<file path="src/rtl/text_cursor_writer.sv">
// text_cursor_writer
//   Feeds the text-buffer VGA display. Accepts ASCII bytes over a valid/ready
//   handshake, keeps a cursor, and emits one character-cell write per cycle.
//   Handles line wrap, CR, LF, backspace and form feed; blanks the new row on
//   every line advance and the whole screen on reset or form feed.
// Ports
//   clk, reset        system clock, asynchronous active-high reset
//   in_data/in_valid  ASCII byte and its valid strobe
//   in_ready          byte can be accepted this cycle (IDLE only)
//   write_enable      single-cell write strobe into the character buffer
//   write_x/y/data    cell column, row and 7-bit character code
//   cursor_x/y        current cursor position
//   busy              a row or screen clear is in progress
module text_cursor_writer #(
    parameter int unsigned COLS  = 80,
    parameter int unsigned ROWS  = 30,
    parameter logic [6:0]  BLANK = 7'h20
) (
    input  logic       clk,
    input  logic       reset,
    input  logic [7:0] in_data,
    input  logic       in_valid,
    output logic       in_ready,
    output logic       write_enable,
    output logic [6:0] write_x,
    output logic [4:0] write_y,
    output logic [6:0] write_data,
    output logic [6:0] cursor_x,
    output logic [4:0] cursor_y,
    output logic       busy
);

    localparam int unsigned XW = 7;
    localparam int unsigned YW = 5;
    localparam logic [XW-1:0] X_LAST = XW'(COLS - 1);
    localparam logic [YW-1:0] Y_LAST = YW'(ROWS - 1);

    typedef enum logic [1:0] {
        CLEAR_ALL = 2'd0,
        CLEAR_ROW = 2'd1,
        IDLE      = 2'd2
    } state_t;

    state_t        state;
    logic [XW-1:0] clr_x;
    logic [YW-1:0] clr_y;
    logic [YW-1:0] y_next;
    logic          accept;
    logic          printable;

    // Row below the cursor, wrapping to the top (no scrolling).
    assign y_next    = (cursor_y == Y_LAST) ? '0 : cursor_y + YW'(1);
    assign accept    = in_valid && in_ready;
    assign printable = (in_data >= 8'h20) && (in_data <= 8'h7E);

    // Single-process FSM; every output is a register.
    always_ff @(posedge clk or posedge reset) begin
        if (reset) begin
            state        <= CLEAR_ALL;
            clr_x        <= '0;
            clr_y        <= '0;
            cursor_x     <= '0;
            cursor_y     <= '0;
            write_enable <= 1'b0;
            write_x      <= '0;
            write_y      <= '0;
            write_data   <= '0;
            in_ready     <= 1'b0;
            busy         <= 1'b1;
        end else begin
            write_enable <= 1'b0;
            case (state)
                CLEAR_ALL: begin
                    write_enable <= 1'b1;
                    write_x      <= clr_x;
                    write_y      <= clr_y;
                    write_data   <= BLANK;
                    if (clr_x == X_LAST) begin
                        clr_x <= '0;
                        if (clr_y == Y_LAST) begin
                            clr_y    <= '0;
                            state    <= IDLE;
                            in_ready <= 1'b1;
                            busy     <= 1'b0;
                        end else begin
                            clr_y <= clr_y + YW'(1);
                        end
                    end else begin
                        clr_x <= clr_x + XW'(1);
                    end
                end

                // Blanks the row the cursor has just moved onto.
                CLEAR_ROW: begin
                    write_enable <= 1'b1;
                    write_x      <= clr_x;
                    write_y      <= cursor_y;
                    write_data   <= BLANK;
                    if (clr_x == X_LAST) begin
                        clr_x    <= '0;
                        state    <= IDLE;
                        in_ready <= 1'b1;
                        busy     <= 1'b0;
                    end else begin
                        clr_x <= clr_x + XW'(1);
                    end
                end

                IDLE: begin
                    if (accept) begin
                        if (printable) begin
                            write_enable <= 1'b1;
                            write_x      <= cursor_x;
                            write_y      <= cursor_y;
                            write_data   <= in_data[6:0];
                            if (cursor_x != X_LAST) begin
                                cursor_x <= cursor_x + XW'(1);
                            end else begin
                                cursor_x <= '0;
                                cursor_y <= y_next;
                                clr_x    <= '0;
                                state    <= CLEAR_ROW;
                                in_ready <= 1'b0;
                                busy     <= 1'b1;
                            end
                        end else begin
                            case (in_data)
                                8'h0D: cursor_x <= '0;
                                8'h0A: begin
                                    cursor_x <= '0;
                                    cursor_y <= y_next;
                                    clr_x    <= '0;
                                    state    <= CLEAR_ROW;
                                    in_ready <= 1'b0;
                                    busy     <= 1'b1;
                                end
                                8'h08: begin
                                    // Backspace blanks the cell it steps back onto.
                                    if (cursor_x != '0) begin
                                        cursor_x     <= cursor_x - XW'(1);
                                        write_enable <= 1'b1;
                                        write_x      <= cursor_x - XW'(1);
                                        write_y      <= cursor_y;
                                        write_data   <= BLANK;
                                    end
                                end
                                8'h0C: begin
                                    cursor_x <= '0;
                                    cursor_y <= '0;
                                    clr_x    <= '0;
                                    clr_y    <= '0;
                                    state    <= CLEAR_ALL;
                                    in_ready <= 1'b0;
                                    busy     <= 1'b1;
                                end
                                default: ;  // other bytes are consumed and dropped
                            endcase
                        end
                    end
                end

                default: begin
                    state    <= CLEAR_ALL;
                    clr_x    <= '0;
                    clr_y    <= '0;
                    in_ready <= 1'b0;
                    busy     <= 1'b1;
                end
            endcase
        end
    end

endmodule

</file>
<file path="config.mk">
export PLATFORM = sky130hd
export DESIGN_NAME = text_cursor_writer
export DESIGN_NICKNAME = d
export VERILOG_FILES = /design/src/rtl/text_cursor_writer.sv
export SDC_FILE = /design/constraint.sdc
export NUM_CORES = 1
export LEC_CHECK = 0
export BUFFER_PORTS_ARGS = -buffer_cell sky130_fd_sc_hd__buf_2
export CAP_MARGIN = 10
export CORE_ASPECT_RATIO = 1.4
export CORE_MARGIN = 2
export CORE_UTILIZATION = 53
export CTS_BUF_LIST = sky130_fd_sc_hd__clkbuf_8
export DETAILED_ROUTE_END_ITERATION = 10
export PLACE_DENSITY_LB_ADDON = 0.25
export SLEW_MARGIN = 20
export SYNTH_ARGS = -nofsm -noshare
export SYNTH_HDL_FRONTEND = slang
export SYNTH_SLANG_ARGS = --single-unit
</file>
<file path="constraint.sdc">
create_clock -name clk -period 2.42 [get_ports clk]
set_input_delay 0.484 -clock clk [delete_from_list [all_inputs] [get_ports clk]]
set_output_delay 0.484 -clock clk [all_outputs]
set_load 0.02 [all_outputs]
</file>
==> metrics.md <==
| Metric | Value |
|---|---|
| Num ports | `45` |
| Mapped Area | `0.00297 sq mm` |
| Sw frac | `42.3%` |
| Final min period | `2.28 ns` |
| Num rows | `32` |
| CTS clk-pin slew, worst paths | `0.10 ns` |
| Final design utilization | `65.7%` |
| Psw | `0.00144 W` |
| PD cells | `950 mW/mm^2` |
| Fmax | `438 MHz` |
| Crit path max-delay family | `simple AND/OR/NAND/NOR gates` |
| Top_reg_cell synth | `dfrtp_1` |
| Rel. slew slack | `66.2%` |
| Critical path fanouts, max | `11` |
| Setup Fix Bufs, Post-CTS | `0` |
| Internal power | `0.00196 W` |
| Tot GR Track Use | `25.3%` |
| Initial DRT Pass Iterations | `4` |
| Average via count per standard cell | `5.93` |
| Vias in the first global route | `2688` |
| # DRC | `0` |
| RSZ-0062 raised after global routing | `false` |
| Clock share of power | `14.3%` |
| Biggest cell delay along the critical path | `0.67 ns` |
| Core ar. | `0.00545 sq mm` |
| Slew Limit Fails | `0` |
| Synthesized instance count | `316` |
| CP endpoint kind | `register` |
| Synth cell types | `56` |
| CTS tree | `yes` |
| Hold crit path type | `in -> async` |
| Total Wirelength | `7260 um` |
| # port buffers | `44` |
| Worst-margin pin slew | `0.505 ns` |
| Final setup fails | `0` |
| Worst setup SP type | `register` |
| Setup TNS | `0 ns` |
| Worst-Skew Late Latency | `0.31 ns` |
| Critical-path cell list | `ha_1, and3_1, nand3_1, o311a_1, or4b_2, nand2_1` |
| Area Overhead vs Synth | `20.6%` |
| Clock sink count | `48` |
| Outcome | `finished, final reports clean` |
| YS warnings | `0` |
| Lkg Pwr | `1.66 nW` |
| Die Width | `67.2 um` |
| Skew final | `0.0112 ns` |
| Initial core utilization | `54.5%` |
| Syn nets | `339` |
| Die height | `92.5 um` |
| Critical Path RT | `2.68 ns` |
| Largest net degree at the start of global routing | `49` |
| VDD IR max | `672 uV` |
| Finished layout cell area | `0.00358 sq mm` |
| Seq/Total Area, Yosys | `40.5%` |
| EDFF count, synth | `0` |
| Fill cell total of the finished layout | `493` |
| First-pass GRT wire length | `12200 um` |
| Remaining Overflow, GRT | `0` |
| GP Congestion | `0.897` |
| Die area | `0.00622 sq mm` |
| Final Net Count | `406` |
| Drt initial violations | `89` |
| Post-DP Area | `0.00348 sq mm` |
| Num CTS Buffers | `5` |
| Setup Crit Path Kind | `reg -> reg` |
| Wire per inst | `16.1 um` |
| Final ANT Viol Nets | `0` |
| Initial antenna violation count | `0` |
| Final Hold Viols | `0` |
| FF+latch count, synth | `48` |
| Ys async rst share | `100%` |
| Syn Area/Cell | `9.38 sq um` |
| Slowest CP cell | `or4b_2` |
| CTS max path bufs | `2` |
| Critical Path AT | `2.54 ns` |
| # diodes | `0` |
| Clock Tree Root | `clkbuf_8` |
| Ratio of cells with drive above 1 in the final layout | `32.8%` |
| Via count | `2680` |
| Comb power frac | `47.7%` |
| Hpwl dp | `5430 um` |
| H-tree lvl count | `2` |
| Sequential Power Share | `38.0%` |
| CP bufs+invs | `0` |
| Hold_ws | `0.204 ns` |
| Fin crit share | `94.3%` |
| Max-cap violations | `0` |
## worst register-to-register path, delay by kind of cell, from the launching register on
kind            cells  cell delay, ns
compound gates      1            0.47
fa+ha+maj           1            0.22
flops               1            0.44
simple gates        4            1.11
## final timing paths
check | from | to | slack [ns] | cells after the start
min in group clk | in_data[3] | write_data[3] | 0.46 | 3
worst max register to register | cursor_x[1] | clr_x[2] | 0.14 | 6
worst max-delay path | cursor_x[1] | clr_x[2] | 0.14 | 6
worst min register to register | write_x[5] | write_x[5] | 0.51 | 1
worst min-delay path | reset | write_y[0] | 0.20 | 3
max in group asynchronous | reset | busy | 1.94 | 3
## layout by cell type (no fill, tap or decap), types with 5 or more instances in the layout
master    synthesis  routed
clkbuf_8          0       5
nand3_1          22      22
or3_1             7       7
buf_4             0      29
nand2_1          24      24
a31oi_1           6       6
and3_1            7       7
a21oi_1           5       5
nor3_1            7       7
inv_1            17      16
dfrtp_1          47      46
or4_1             6       6
mux2i_1           9       9
o31ai_1          10      10
buf_2             2      44
mux2_2           20      20
ha_1             12      12
o21ai_0          28      28
nor2_1           13      13
nand2b_1          5       5
## metrics by stage
stage | setup WS, ns | power (W) | cells
final | 0.139 | 0.00340 | 452
after global routing | 0.0221 | 0.00363 | 452
after CTS | 0.120 | 0.00341 | 452
after detailed placement | -0.0551 | 0.00292 | 444
after global placement | -0.00158 | 0.00287 | 444
after floorplan | 0.00606 | 0.00239 | 316
## final cells by class
cell class,instances,area [sq um],area share [%]
well taps,68,85.1,2.38
repair buffers,76,498,13.9
flip-flops and latches,48,1200,33.6
multi-input cells,235,1640,45.8
inverters,17,63.8,1.78
clock inverters,3,18.8,0.525
clock buffers,5,68.8,1.92
## state kept, by name (all words and copies together) (netlist names)
signal        flops
clr_x             7
cursor_x          7
write_data        7
write_x           7
clr_y             5
cursor_y          5
write_y           5
state             2
busy              1
in_ready          1
write_enable      1
## logic make-up (layout without fill, tap and decap cells)
group           after synthesis  count (layout)  share of synthesized area (%)
fa+ha+maj                    12              12                           5.06
compound gates               75              75                           16.9
mux                          29              29                           10.6
simple gates                117             117                           21.8
buf+inv                      33             101                           4.51
xor+xnor                      2               2                          0.591
flops                        48              48                           40.5
## repair_timing
item,in CTS,in global routing
hold buffers,0,0
resized for setup,0,2
endpoints found under the setup margin,0,11
## routing by layer
layer,up-vias,global-route usage [%],share of wire [%]
met1,1308,28.7,41
li1,1297,-,-
met5,-,0,0
met4,0,11.6,3.0
met3,17,3.65,3.5
met2,58,45.3,52
## power by group through the flow
stage / logic, W / clock network, W / registers [W]
finish: 0.00162 / 0.000486 / 0.00129
global route: 0.00178 / 0.000522 / 0.00133
CTS: 0.00162 / 0.000494 / 0.00129
detailed placement: 0.00162 / 0 / 0.00130
global placement: 0.00158 / 0 / 0.00129
floorplan: 0.000991 / 0 / 0.00140
## synth_stat cells (2+ instances only)
cell | n | area (sq um)
buf_2 | 2 | 10.0
nor2_1 | 13 | 48.8
o31ai_1 | 10 | 75.1
or4b_2 | 3 | 30.0
a22o_1 | 2 | 17.5
nor3_1 | 7 | 35.0
o41ai_1 | 2 | 17.5
a31oi_1 | 6 | 37.5
nor3b_1 | 2 | 15.0
o21ai_0 | 28 | 140
a21oi_1 | 5 | 25.0
mux2_2 | 20 | 225
nand2b_1 | 5 | 31.3
o211ai_1 | 4 | 30.0
or3_1 | 7 | 43.8
o221a_2 | 2 | 22.5
or2_2 | 4 | 25.0
ha_1 | 12 | 150
or3b_2 | 3 | 26.3
nand4_1 | 3 | 18.8
nand3_1 | 22 | 110
and3_1 | 7 | 43.8
dfrtp_1 | 47 | 1180
a2111oi_0 | 2 | 17.5
nand2_1 | 24 | 90.1
nor2b_1 | 2 | 12.5
inv_1 | 17 | 63.8
mux2i_1 | 9 | 90.1
and2_1 | 3 | 18.8
or4_1 | 6 | 45.0
clkbuf_1 | 12 | 45.0
Note: power is estimated with default switching activity, not from simulation.
